--- src/rtl/clk_measure_pkg.sv ---
// rtl/clk_measure_pkg.sv - state encoding and default sizing shared by the clk_measure slice
package clk_measure_pkg;

   typedef enum logic {
      IDLE = 1'b0,
      RUN  = 1'b1
   } state_t;

   localparam int unsigned              DEF_WIDE    = 24;
   localparam logic [DEF_WIDE-1:0]      DEF_TIMEOUT = 24'd16_000_000;

endpackage

--- src/rtl/clk_measure_sync.sv ---
// rtl/clk_measure_sync.sv - 2-flop synchronizer with history flop and rising-edge detect
module clk_measure_sync (
   input  logic clk_in,
   input  logic rst,
   input  logic d,
   output logic q,
   output logic rise
);

   logic s1;
   logic s2;
   logic s3;

   always_ff @(posedge clk_in or negedge rst) begin
      if (!rst) begin
         s1 <= 1'b0;
         s2 <= 1'b0;
         s3 <= 1'b0;
      end else begin
         s1 <= d;
         s2 <= s1;
         s3 <= s2;
      end
   end

   assign q    = s2;
   assign rise = s2 & ~s3;

endmodule

--- src/rtl/clk_measure.sv ---
// rtl/clk_measure.sv - period / high-time meter for an asynchronous square wave
// High-time measurement is built only when CLK_MEASURE_DUTY_EN is defined.
module clk_measure
   import clk_measure_pkg::*;
#(
   parameter int unsigned     WIDE    = DEF_WIDE,
   parameter logic [WIDE-1:0] TIMEOUT = WIDE'(DEF_TIMEOUT)
) (
   input  logic            clk_in,
   input  logic            rst,
   input  logic            sig_in,
   output logic [WIDE-1:0] period,
   output logic [WIDE-1:0] high_time,
   output logic            valid,
   output logic            timeout
);

   state_t          state;
   state_t          state_nxt;
   logic            sig_s;
   logic            rise;
   logic            at_limit;
   logic [WIDE-1:0] cnt;
   logic [WIDE-1:0] cnt_inc;
   logic [WIDE-1:0] cnt_nxt;
   logic [WIDE-1:0] period_nxt;
   logic            valid_nxt;
   logic            timeout_nxt;
   logic            restart;
   logic            drop;

   clk_measure_sync u_sync (
      .clk_in (clk_in),
      .rst    (rst),
      .d      (sig_in),
      .q      (sig_s),
      .rise   (rise)
   );

   assign at_limit = (cnt == TIMEOUT);
   assign cnt_inc  = at_limit ? cnt : cnt + WIDE'(1);

   // A rise always takes priority over the timeout limit in the same cycle.
   always_comb begin
      state_nxt   = state;
      cnt_nxt     = cnt_inc;
      period_nxt  = period;
      valid_nxt   = 1'b0;
      timeout_nxt = timeout;
      restart     = 1'b0;
      drop        = 1'b0;
      case (state)
         IDLE: begin
            if (rise) begin
               cnt_nxt     = WIDE'(1);
               timeout_nxt = 1'b0;
               restart     = 1'b1;
               state_nxt   = RUN;
            end
         end
         RUN: begin
            if (rise) begin
               period_nxt = cnt;
               valid_nxt  = 1'b1;
               cnt_nxt    = WIDE'(1);
               restart    = 1'b1;
            end else if (at_limit) begin
               timeout_nxt = 1'b1;
               period_nxt  = '0;
               drop        = 1'b1;
               state_nxt   = IDLE;
            end
         end
      endcase
   end

   always_ff @(posedge clk_in or negedge rst) begin
      if (!rst) begin
         state   <= IDLE;
         cnt     <= '0;
         period  <= '0;
         valid   <= 1'b0;
         timeout <= 1'b0;
      end else begin
         state   <= state_nxt;
         cnt     <= cnt_nxt;
         period  <= period_nxt;
         valid   <= valid_nxt;
         timeout <= timeout_nxt;
      end
   end

`ifdef CLK_MEASURE_DUTY_EN
   logic [WIDE-1:0] hi_cnt;
   logic [WIDE-1:0] hi_nxt;
   logic [WIDE-1:0] high_nxt;

   // The rise cycle itself is the first high cycle, hence the reload to 1.
   always_comb begin
      hi_nxt   = hi_cnt;
      high_nxt = high_time;
      if (restart) begin
         hi_nxt = WIDE'(1);
      end else if (state == RUN && sig_s && hi_cnt != TIMEOUT) begin
         hi_nxt = hi_cnt + WIDE'(1);
      end
      if (valid_nxt) begin
         high_nxt = hi_cnt;
      end else if (drop) begin
         high_nxt = '0;
      end
   end

   always_ff @(posedge clk_in or negedge rst) begin
      if (!rst) begin
         hi_cnt    <= '0;
         high_time <= '0;
      end else begin
         hi_cnt    <= hi_nxt;
         high_time <= high_nxt;
      end
   end
`else
   logic unused_duty;

   assign unused_duty = ^{sig_s, restart, drop};
   assign high_time   = '0;
`endif

endmodule
--- config.mk ---
export PLATFORM = sky130hd
export DESIGN_NAME = clk_measure
export DESIGN_NICKNAME = d
export VERILOG_FILES = /design/src/rtl/clk_measure_pkg.sv /design/src/rtl/clk_measure_sync.sv /design/src/rtl/clk_measure.sv
export SDC_FILE = /design/constraint.sdc
export NUM_CORES = 1
export LEC_CHECK = 0
export CAP_MARGIN = 15
export CORE_ASPECT_RATIO = 0.5
export CORE_MARGIN = 8
export CORE_UTILIZATION = 57
export DETAILED_ROUTE_END_ITERATION = 7
export PLACE_DENSITY_LB_ADDON = 0.2
export SLEW_MARGIN = 20
export SYNTH_ARGS = -nofsm -noshare
export SYNTH_HDL_FRONTEND = slang
export SYNTH_HIERARCHICAL = 1
export SYNTH_SLANG_ARGS = --single-unit
--- constraint.sdc ---
create_clock -name clk_in -period 4.4 [get_ports clk_in]
set_input_delay 0.88 -clock clk_in [delete_from_list [all_inputs] [get_ports clk_in]]
set_output_delay 0.88 -clock clk_in [all_outputs]
set_load 0.01 [all_outputs]
# Word level (Yosys, flattened, before mapping)
# Cells that the tools add are included.
[word_totals]
output_inout_bits = 50
input_bits = 3
ff_bits = 54
[classes]
muxes = 13
bitwise = 3
reduce_logical = 3
n_addsub = 1
eq_ne = 5
[op_table]
columns = ["cell", "count"]
rows = [
  ["$mux 24", 4],
  ["$add 24x1->24 const B", 1],
  ["$eq 24x24->1 const B", 1],
  ["$mux 1", 7],
  ["$ne 2x2->1 const B", 3],
  ["$pmux 1 s2", 2],
  ["$reduce_and 3->1", 1],
  ["$ne 2x1->1 const B", 1],
  ["$not 1->1", 2],
  ["$reduce_and 2->1", 1],
  ["$reduce_bool 2->1", 1],
  ["$and 1x1->1", 1],
]

# Logic depth before layout (Yosys ltp)
# Gate-level depths: netlist of the first run.
[depth]
depth_word = 4
depth_mapped = 7
depth_no_buf = 6

# Cells and area by module
# The synthesis of the first run kept the hierarchy.
[by_module_without_submodules]
columns = ["module", "seq_area_each_um2", "n_inst", "cells_per_inst", "area_per_inst_um2"]
rows = [
  ["clk_measure", 1276.2, 1, 281, 2854.0],
  ["clk_measure_sync", 75.1, 1, 4, 88.8],
]

# Least setup slack after synthesis of the first run
# No wires, ideal clock.
[synth_path]
path_type = "register to register"
start = "register cnt[17]"
end = "register period[20]"
t_arrival_ns = 1.873
path_stages_with_launch = 6
t_required_ns = 4.276
synth_period_minus_slack_ns = 1.996
n_path_buf = 1
setup_ns = 0.124
setup_slack_ns = 2.404
cell_sequence = "dfrtp_1 or4b_1 or4_4 o21ai_4 buf_6 o21ai_2"
[synth_between]
elab_chain_len = 3
[synth_lines]
columns = ["item", "line_no", "source"]
rows = [
  ["start: declaration", "clk_measure.sv:23", "logic [WIDE-1:0] cnt;"],
  ["start signal: assignment", "clk_measure.sv:86", "cnt <= cnt_nxt;"],
  ["$eq 24x24->1", "clk_measure.sv:40", "assign at_limit = (cnt == TIMEOUT);"],
  ["$reduce_bool 2->1 (no line)", "-", ""],
  ["$reduce_and 2->1 (no line)", "-", ""],
  ["end signal: assignment", "clk_measure.sv:87", "period <= period_nxt;"],
  ["end: declaration", "clk_measure.sv:12", "output logic [WIDE-1:0] period,"],
]
# Every way passes these cells.
# A chain may end at the register's enable or synchronous reset.

# Worst setup path after layout of the first run
[layout_path]
start = "register cnt[17]"
end = "register period[19]"
# The elaborated chain is that of the path after synthesis.

==> impl_metrics.csv, run 1 <==
group,metric,value,unit
logic_synthesis,synth_edf_count,0,
worst_setup_path,critPathArrivalTime,2.81,ns
floorplanning,die_x,118,µm
logic_synthesis,postSynthCellCount,285,
cells_and_area,antenna_cells,0,
worst_setup_path,critical_path_required,4.54,ns
logic_synthesis,syn_area_per_cell,10.3,µm²
sta,setup_tns,0,ns
floorplanning,coreArea,4950,µm²
sta,relSlewSlack,0.362,
logic_synthesis,yosysWarnings,6,
cells_and_area,mostFrequentLayoutCells,"54 x dfrtp_1, 30 x inv_1, 27 x clkdlybuf4s50_1, 24 x a2bb2oi_1, 24 x conb_1",
worst_setup_path,path_max_fanout,24,
sta,whs,0.356,ns
worst_setup_path,rrSetupSlack,1.73,ns
logic_synthesis,async_flop_share,1.00,
cells_and_area,drive_above_1_share,0.105,
drt,dr_total_vias,2104,
worst_setup_path,path_class,"reg2reg",
drt,dr.pass1.iters,4,
worst_setup_path,startpoint,"cnt[17]",
global_route,grt_pass1_vias,2074,
drt,viasPerCell,5.61,
clocking,cts_tree,"built",
placed_design,hpwl,4120,µm
sta,clock_skew,0.00676,ns
clocking,ctsHoldBuffers,0,
floorplanning,dieArea,7860,µm²
pwr,peakVddDrop,207,µV
sta,min_period,2.67,ns
cells_and_area,final_util,0.630,
logic_synthesis,yosys.area.top_type_share,0.459,
global_route,antenna_found_initial,0,
pwr,p_per_area,307,nW/µm²
logic_synthesis,ys_seq_area_frac,0.459,
worst_setup_path,start_kind,"register",
pwr,clkPwrFrac,0.273,
pwr,leakage,1.28,nW
drt,wl,5970,µm
floorplanning,start_util,0.594,
pwr,intPower,694,µW
clocking,cts_resized,0,
worst_setup_path,r2r_cells,4,
sta,worstMarginPinSlew,0.954,ns
pwr,p_sw,264,µW
sta,fmax,0.375,GHz
clocking,cts_root_buffer,"clkbuf_8",
worst_setup_path,cp-end-kind,"register",
logic_synthesis,synth_area_leaders,"dfrtp_1 46%, a2bb2oi_1 7.1%, buf_4 6.1%, o21ai_2 6.0%, inv_1 3.8%",
cells_and_area,area_growth,6.04,%
pwr,p_seq_frac,0.581,
drt,drt-wirelength-per-cell,15.9,µm
worst_setup_path,critical-path-slowest-cell,"o21ai_4",
clocking,cts_setup_buffers,0,
cells_and_area,fin_nets,310,
global_route,grt_pass1_wl,10200,µm
floorplanning,rows,18,
worst_setup_path,r2r-start,"cnt[17]",
placed_design,portBuffers,28,
pwr,finalPower,958,µW
worst_setup_path,critPathCapture,"period[19]",
drt,drc,0,
placed_design,globalplace.congestion,0.897,
sta,rsz0062_at_grt,"false",
hold_path,hold_class,"reg2reg",
clocking,clkTransAtPathRegs,0.09,ns
floorplanning,ios,53,
worst_setup_path,path_buf_inv,0,
worst_setup_path,crit_cells,4,
logic_synthesis,synth_ff_type,"dfrtp_1",
run,maxCapViolations,0,
sta,maxSlewViolCount,0,
global_route,grt_max_degree,35,
logic_synthesis,syn-cell-area,2940,µm²
clocking,clock-sinks,54,
pwr,switching_share,0.275,
drt,drt-initial-drc-count,168,
sta,period_share,0.607,
worst_setup_path,max_stage_delay,0.76,ns
clocking,clk_latency,0.30,ns
clocking,cts_made_buffers,5,
logic_synthesis,synth_top_cell_by_area,"dfrtp_1",
worst_setup_path,r2r-end,"period[19]",
global_route,grtUsageTotal,0.161,
cells_and_area,final_common_cell,"dfrtp_1",
global_route,grt-ovfl-total,0,
logic_synthesis,yosysUniqueCellTypes,39,
logic_synthesis,ys_ff_latch,54,
drt,antenna_left,0,
sta,setup_viol_count_final,0,
worst_setup_path,crit_family,"simple AND/OR/NAND/NOR gates",
sta,finalHoldViolCount,0,
status,status,"complete, no violations",
hold_path,min-delay-start,"u_sync/s1",
pwr,combinationalPowerShare,0.146,
clocking,ctsLongestPathBuffers,2,
clocking,cts_max_level,2,
floorplanning,die_h,66.8,µm
worst_setup_path,path_cells,"or4b_1, or4_4, o21ai_4, o21ai_0",
-- synthesized netlist by cell type (all sizes together) (8+ instances only) --
cell type   n
nand2      11
nand3       8
clkbuf      9
a21oi      15
nor2        9
o21ai      34
inv        30
o31ai       8
buf        28
or4         9
a2bb2oi    24
dfrtp      54
-- per-layer routing --
| metal | global-route usage | vias to the layer above | wire length, µm |
|---|---|---|---|
| met2 | 0.229 | 77 | 2460 |
| met3 | 0.0590 | 4 | 456 |
| li1 | - | 1000 | - |
| met4 | 0.0506 | 0 | 59 |
| met5 | 0 | - | 0 |
| met1 | 0.222 | 1023 | 3000 |
-- power groups by stage --
stage	combinational (mW)	clock, mW	sequential [mW]
finish	0.140	0.262	0.557
floorplan	0.102	0	0.566
CTS	0.141	0.268	0.557
global placement	0.139	0	0.567
detailed placement	0.140	0	0.567
global route	0.159	0.295	0.564
-- kinds of logic (layout without fill, tap and decap cells) --
group	after synthesis	after routing	share of synthesized area
AOI/OAI and AO/OA	82	82	0.207
buffers and inverters	69	66	0.159
and+or+nand+nor	68	68	0.139
DFF	54	54	0.459
xor gates and xnor gates	9	9	0.0268
adders and majority gates	2	2	0.00850
other	1	24	0.00127
-- cell type report --
cell class / instances / area, µm²
fillers: 412 / 1830
flip-flops and latches: 54 / 1350
multi-input cells: 185 / 1210
repair buffers: 29 / 283
inverters: 30 / 113
well taps: 70 / 87.6
clock buffers: 7 / 76.3
-- stage by stage --
stage               cell area [µm²]  worst slack, ns  cells
finish                         3120             1.73    375
global route                   3120             1.58    375
floorplan                      3030             2.40    308
CTS                            3120             1.73    375
detailed placement             3040             1.76    368
global placement               3040             1.83    368
-- worst min-delay path by stage --
stage / end / slack, ns / depth (start not counted)
detailed placement: u_sync/q / 0.34 / 0
floorplan: u_sync/q / 0.33 / 0
CTS: u_sync/q / 0.36 / 0
finish: u_sync/q / 0.36 / 0
global route: u_sync/q / 0.38 / 0
global placement: u_sync/q / 0.33 / 0
-- sequential cells by signal, summed over array words and instances, names as in the netlist --
name	flops
u_sync/s1	1
u_sync/q	1
cnt	24
valid	1
timeout	1
u_sync/s3	1
period	24
state	1
No activity file was read; power rests on OpenSTA's default activity.
==> run 2: changes to the inputs <==
--- a/config.mk
+++ b/config.mk
@@ -8,7 +8,7 @@
 export CAP_MARGIN = 15
 export CORE_ASPECT_RATIO = 0.5
 export CORE_MARGIN = 8
-export CORE_UTILIZATION = 57
+export CORE_UTILIZATION = 53
 export DETAILED_ROUTE_END_ITERATION = 7
 export PLACE_DENSITY_LB_ADDON = 0.2
 export SLEW_MARGIN = 20
==> constraint.sdc (replaced) <==
create_clock -name clk_in -period 2.55 [get_ports clk_in]
set_input_delay 0.51 -clock clk_in [delete_from_list [all_inputs] [get_ports clk_in]]
set_output_delay 0.51 -clock clk_in [all_outputs]
set_load 0.01 [all_outputs]
==> impl_metrics.csv, run 2 (synthesized netlist as in run 1, its figures left out) <==
group,metric,value,unit
run,maxCapViolations,0,
pwr,peakVddDrop,311,µV
drt,dr.pass1.iters,4,
clocking,cts_tree,"built",
floorplanning,dieArea,8340,µm²
cells_and_area,fin_nets,315,
floorplanning,ios,53,
floorplanning,start_util,0.543,
drt,antenna_left,0,
cells_and_area,mostFrequentLayoutCells,"54 x dfrtp_1, 30 x inv_1, 27 x clkdlybuf4s50_1, 24 x a2bb2oi_1, 24 x conb_1",
pwr,clkPwrFrac,0.287,
sta,setup_viol_count_final,0,
sta,relSlewSlack,0.602,
cells_and_area,antenna_cells,0,
sta,clock_skew,0.00820,ns
clocking,cts_made_buffers,5,
clocking,clock-sinks,54,
pwr,p_seq_frac,0.565,
global_route,grtUsageTotal,0.154,
sta,min_period,2.26,ns
worst_setup_path,crit_family,"simple AND/OR/NAND/NOR gates",
placed_design,globalplace.congestion,0.894,
sta,period_share,0.884,
worst_setup_path,cp-end-kind,"register",
worst_setup_path,critical_path_required,2.78,ns
hold_path,hold_class,"in2async",
clocking,clkTransAtPathRegs,0.10,ns
floorplanning,die_x,121,µm
sta,maxSlewViolCount,0,
drt,viasPerCell,5.46,
clocking,cts_resized,0,
worst_setup_path,max_stage_delay,0.55,ns
worst_setup_path,critical-path-slowest-cell,"or4_1",
sta,fmax,0.443,GHz
sta,rsz0062_at_grt,"false",
global_route,antenna_found_initial,0,
drt,drt-wirelength-per-cell,15.6,µm
cells_and_area,nFillCells,465,
worst_setup_path,critPathArrivalTime,2.49,ns
drt,drt-initial-drc-count,133,
cells_and_area,multi_input_area,1210,µm²
global_route,grt_pass1_wl,10400,µm
clocking,clk_latency,0.31,ns
pwr,combinationalPowerShare,0.147,
sta,finalHoldViolCount,0,
placed_design,portBuffers,28,
floorplanning,coreArea,5420,µm²
worst_setup_path,start_kind,"register",
pwr,p_per_area,535,nW/µm²
pwr,leakage,1.32,nW
worst_setup_path,path_cells,"ha_1, and4_1, nand4_1, or4_1, a21oi_1",
pwr,switching_share,0.277,
pwr,p_sw,472,µW
cells_and_area,drive_above_1_share,0.125,
clocking,cts_root_buffer,"clkbuf_8",
global_route,grt_pass1_vias,2163,
sta,worstMarginPinSlew,0.596,ns
placed_design,hpwl,4360,µm
pwr,finalPower,1.71,mW
floorplanning,die_h,68.7,µm
floorplanning,rows,19,
worst_setup_path,path_buf_inv,0,
clocking,ctsHoldBuffers,0,
pwr,intPower,1.23,mW
cells_and_area,reg_top3,"cnt: 24 flops, period: 24 flops",
worst_setup_path,rrSetupSlack,0.29,ns
drt,drc,0,
clocking,ctsLongestPathBuffers,2,
status,status,"complete, no violations",
sta,setup_tns,0,ns
global_route,grt-ovfl-total,0,
worst_setup_path,path_max_fanout,11,
clocking,cts_setup_buffers,0,
drt,dr_total_vias,2095,
clocking,cts_max_level,2,
cells_and_area,regArea,1350,µm²
worst_setup_path,path_class,"reg2reg",
cells_and_area,final_common_cell,"dfrtp_1",
drt,wl,6000,µm
global_route,grt_max_degree,30,
cells_and_area,final_util,0.588,
cells_and_area,area_growth,8.38,%
sta,whs,0.198,ns
## run 2: changes by cell type in the layout (fill, tap and decap cells not counted), sizes merged
cell and change:
buf +5, clkinv +1
## run 2: metrics by stage
stage / cell area [µm²] / setup slack, ns / cells
3_3_place_gp: 3100 / 0.370 / 376
5_1_grt: 3190 / 0.146 / 384
3_5_place_dp: 3100 / 0.320 / 376
4_1_cts: 3190 / 0.306 / 384
2_1_floorplan: 3030 / 0.554 / 308
6_report: 3190 / 0.295 / 384
## run 2: worst paths after layout
check | from | end | cells past startpoint
max in group asynchronous | rst | cnt[13] | 2
min | rst | u_sync/q | 1
min reg2reg | u_sync/s1 | u_sync/q | 0
max | cnt[0] | cnt[20] | 5
max reg2reg | cnt[0] | cnt[20] | 5
min in group clk_in | u_sync/s1 | u_sync/q | 0
## run 2: cell type report
class / instances / area share
repair buffers: 34 / 0.104
clock buffers: 7 / 0.0271
clock inverters: 1 / 0.00157
flip-flops and latches: 54 / 0.424
inverters: 30 / 0.0353
well taps: 73 / 0.0286
multi-input cells: 185 / 0.379
## run 2: metal layers
layer | routed length, µm | track usage
met5 | 0 | 0
met4 | 50 | 0.0396
met3 | 428 | 0.0414
met2 | 2500 | 0.246
met1 | 3020 | 0.205
## run 2: power by group through the flow
stage / logic [mW] / clock network [mW] / registers [mW]
6_report: 0.251 / 0.490 / 0.964
5_1_grt: 0.282 / 0.538 / 0.976
4_1_cts: 0.254 / 0.505 / 0.963
3_5_place_dp: 0.252 / 0 / 0.980
3_3_place_gp: 0.249 / 0 / 0.978
2_1_floorplan: 0.176 / 0 / 0.976
==> run 3: changes to the inputs <==
--- a/config.mk
+++ b/config.mk
@@ -6,7 +6,6 @@
 export NUM_CORES = 1
 export LEC_CHECK = 0
 export CAP_MARGIN = 15
-export CORE_ASPECT_RATIO = 0.5
 export CORE_MARGIN = 8
 export CORE_UTILIZATION = 53
 export DETAILED_ROUTE_END_ITERATION = 7
==> impl_metrics.csv, run 3 (synthesized netlist as in run 1, its figures left out) <==
group,metric,value,unit
worst_setup_path,critical_path_required,2.75,ns
clocking,ctsLongestPathBuffers,2,
cells_and_area,antenna_cells,0,
global_route,grt_max_degree,55,
floorplanning,rows,27,
drt,dr.pass1.iters,4,
cells_and_area,drive_above_1_share,0.131,
cells_and_area,nFillCells,484,
status,status,"complete, no violations",
cells_and_area,fin_nets,316,
clocking,cts_max_level,2,
drt,drt-wirelength-per-cell,15.2,µm
floorplanning,start_util,0.541,
clocking,cts_made_buffers,5,
placed_design,globalplace.congestion,0.812,
worst_setup_path,cp-end-kind,"register",
placed_design,hpwl,4070,µm
drt,wl,5830,µm
drt,drt-initial-drc-count,183,
sta,finalHoldViolCount,0,
placed_design,place_ws,0.316,ns
pwr,p_sw,472,µW
drt,drc,0,
sta,relSlewSlack,0.555,
drt,antenna_left,0,
cells_and_area,area_growth,9.91,%
worst_setup_path,start_kind,"register",
cells_and_area,mostFrequentLayoutCells,"54 x dfrtp_1, 30 x inv_1, 27 x clkdlybuf4s50_1, 24 x a2bb2oi_1, 24 x conb_1",
worst_setup_path,critPathArrivalTime,2.45,ns
worst_setup_path,r2r_cells,5,
pwr,intPower,1.43,mW
clocking,cts_tree,"built",
placed_design,portBuffers,28,
global_route,antenna_found_initial,0,
hold_path,hold_class,"in2async",
drt,dr_total_vias,2097,
clocking,clkTransAtPathRegs,0.09,ns
clocking,clk_latency,0.32,ns
floorplanning,die_x,90.5,µm
pwr,p_seq_frac,0.507,
cells_and_area,instances_no_fill,384,
pwr,finalPower,1.90,mW
run,maxCapViolations,0,
floorplanning,ios,53,
clocking,cts_root_buffer,"clkbuf_8",
pwr,clkPwrFrac,0.365,
global_route,grt_pass1_wl,10200,µm
worst_setup_path,startpoint,"cnt[17]",
pwr,switching_share,0.248,
worst_setup_path,path_max_fanout,8,
sta,setup_viol_count_final,0,
worst_setup_path,path_class,"reg2reg",
sta,setup_tns,0,ns
worst_setup_path,rrSetupSlack,0.30,ns
clocking,cts_setup_buffers,0,
global_route,grt_pass1_vias,2065,
placed_design,dp.cells,376,
sta,min_period,2.25,ns
sta,maxSlewViolCount,0,
floorplanning,coreArea,5440,µm²
sta,clock_skew,0.00892,ns
cells_and_area,reg_top3,"cnt: 24 flops, period: 24 flops",
worst_setup_path,critPathCapture,"period[10]",
floorplanning,die_h,90.5,µm
sta,rsz0062_at_grt,"false",
sta,period_share,0.884,
worst_setup_path,r2r-start,"cnt[17]",
pwr,leakage,1.34,nW
clocking,clock-sinks,54,
clocking,cts_resized,0,
floorplanning,dieArea,8190,µm²
clocking,ctsHoldBuffers,0,
sta,fmax,0.444,GHz
pwr,peakVddDrop,508,µV
worst_setup_path,r2r-end,"period[10]",
drt,viasPerCell,5.46,
cells_and_area,final_util,0.595,
global_route,grtUsageTotal,0.151,
global_route,grt-ovfl-total,0,
sta,setup_ws,0.297,ns
sta,worstMarginPinSlew,0.667,ns
pwr,p_per_area,588,nW/µm²
pwr,combinationalPowerShare,0.128,
cells_and_area,final_common_cell,"dfrtp_1",
==> run 3: per-stage QoR <==
stage	cell area (µm²)	hold slack [ns]
finish	3230	0.299
global route	3230	0.370
CTS	3230	0.342
detailed placement	3090	0.347
global placement	3090	0.346
floorplan	3030	0.214
==> run 3: power by group through the flow <==
stage / combinational [mW] / clock (mW) / sequential, mW
global placement: 0.247 / 0 / 0.978
detailed placement: 0.246 / 0 / 0.979
global route: 0.279 / 0.748 / 0.974
CTS: 0.247 / 0.710 / 0.964
floorplan: 0.176 / 0 / 0.976
finish: 0.243 / 0.695 / 0.964
==> run 3: worst min-delay path by stage <==
stage | endpoint | from | depth (start not counted)
finish | cnt[16] | rst | 2
global route | cnt[12] | rst | 2
CTS | period[6] | rst | 2
detailed placement | u_sync/q | u_sync/s1 | 0
global placement | u_sync/q | u_sync/s1 | 0
floorplan | cnt[0] | rst | 0
==> run 3: layer usage <==
| metal | GRT usage | up-vias | part of all wire |
|---|---|---|---|
| met1 | 0.193 | 1010 | 0.44 |
| met5 | 0 | - | 0 |
| met2 | 0.238 | 64 | 0.47 |
| li1 | - | 1016 | - |
| met3 | 0.0490 | 7 | 0.076 |
| met4 | 0.0458 | 0 | 0.012 |
==> run 3: area by class of cell <==
type                            instances  area, µm²  share of cell area
Clock inverter                          2       60.1              0.0186
Clock buffer                            6       82.6              0.0255
Timing Repair Buffer                   35        328               0.101
Sequential cell                        54       1350               0.418
Multi-Input combinational cell        185       1210               0.374
Inverter                               30        113              0.0348
Tap cell                               72       90.1              0.0279
==> run 3: worst max-delay path: stages, from the launching register on <==
cell and delay [ns]:
dfrtp_1 0.45, or4b_1 0.57, or4_4 0.54, o21ai_4 0.28, buf_4 0.24, o21ai_2 0.06
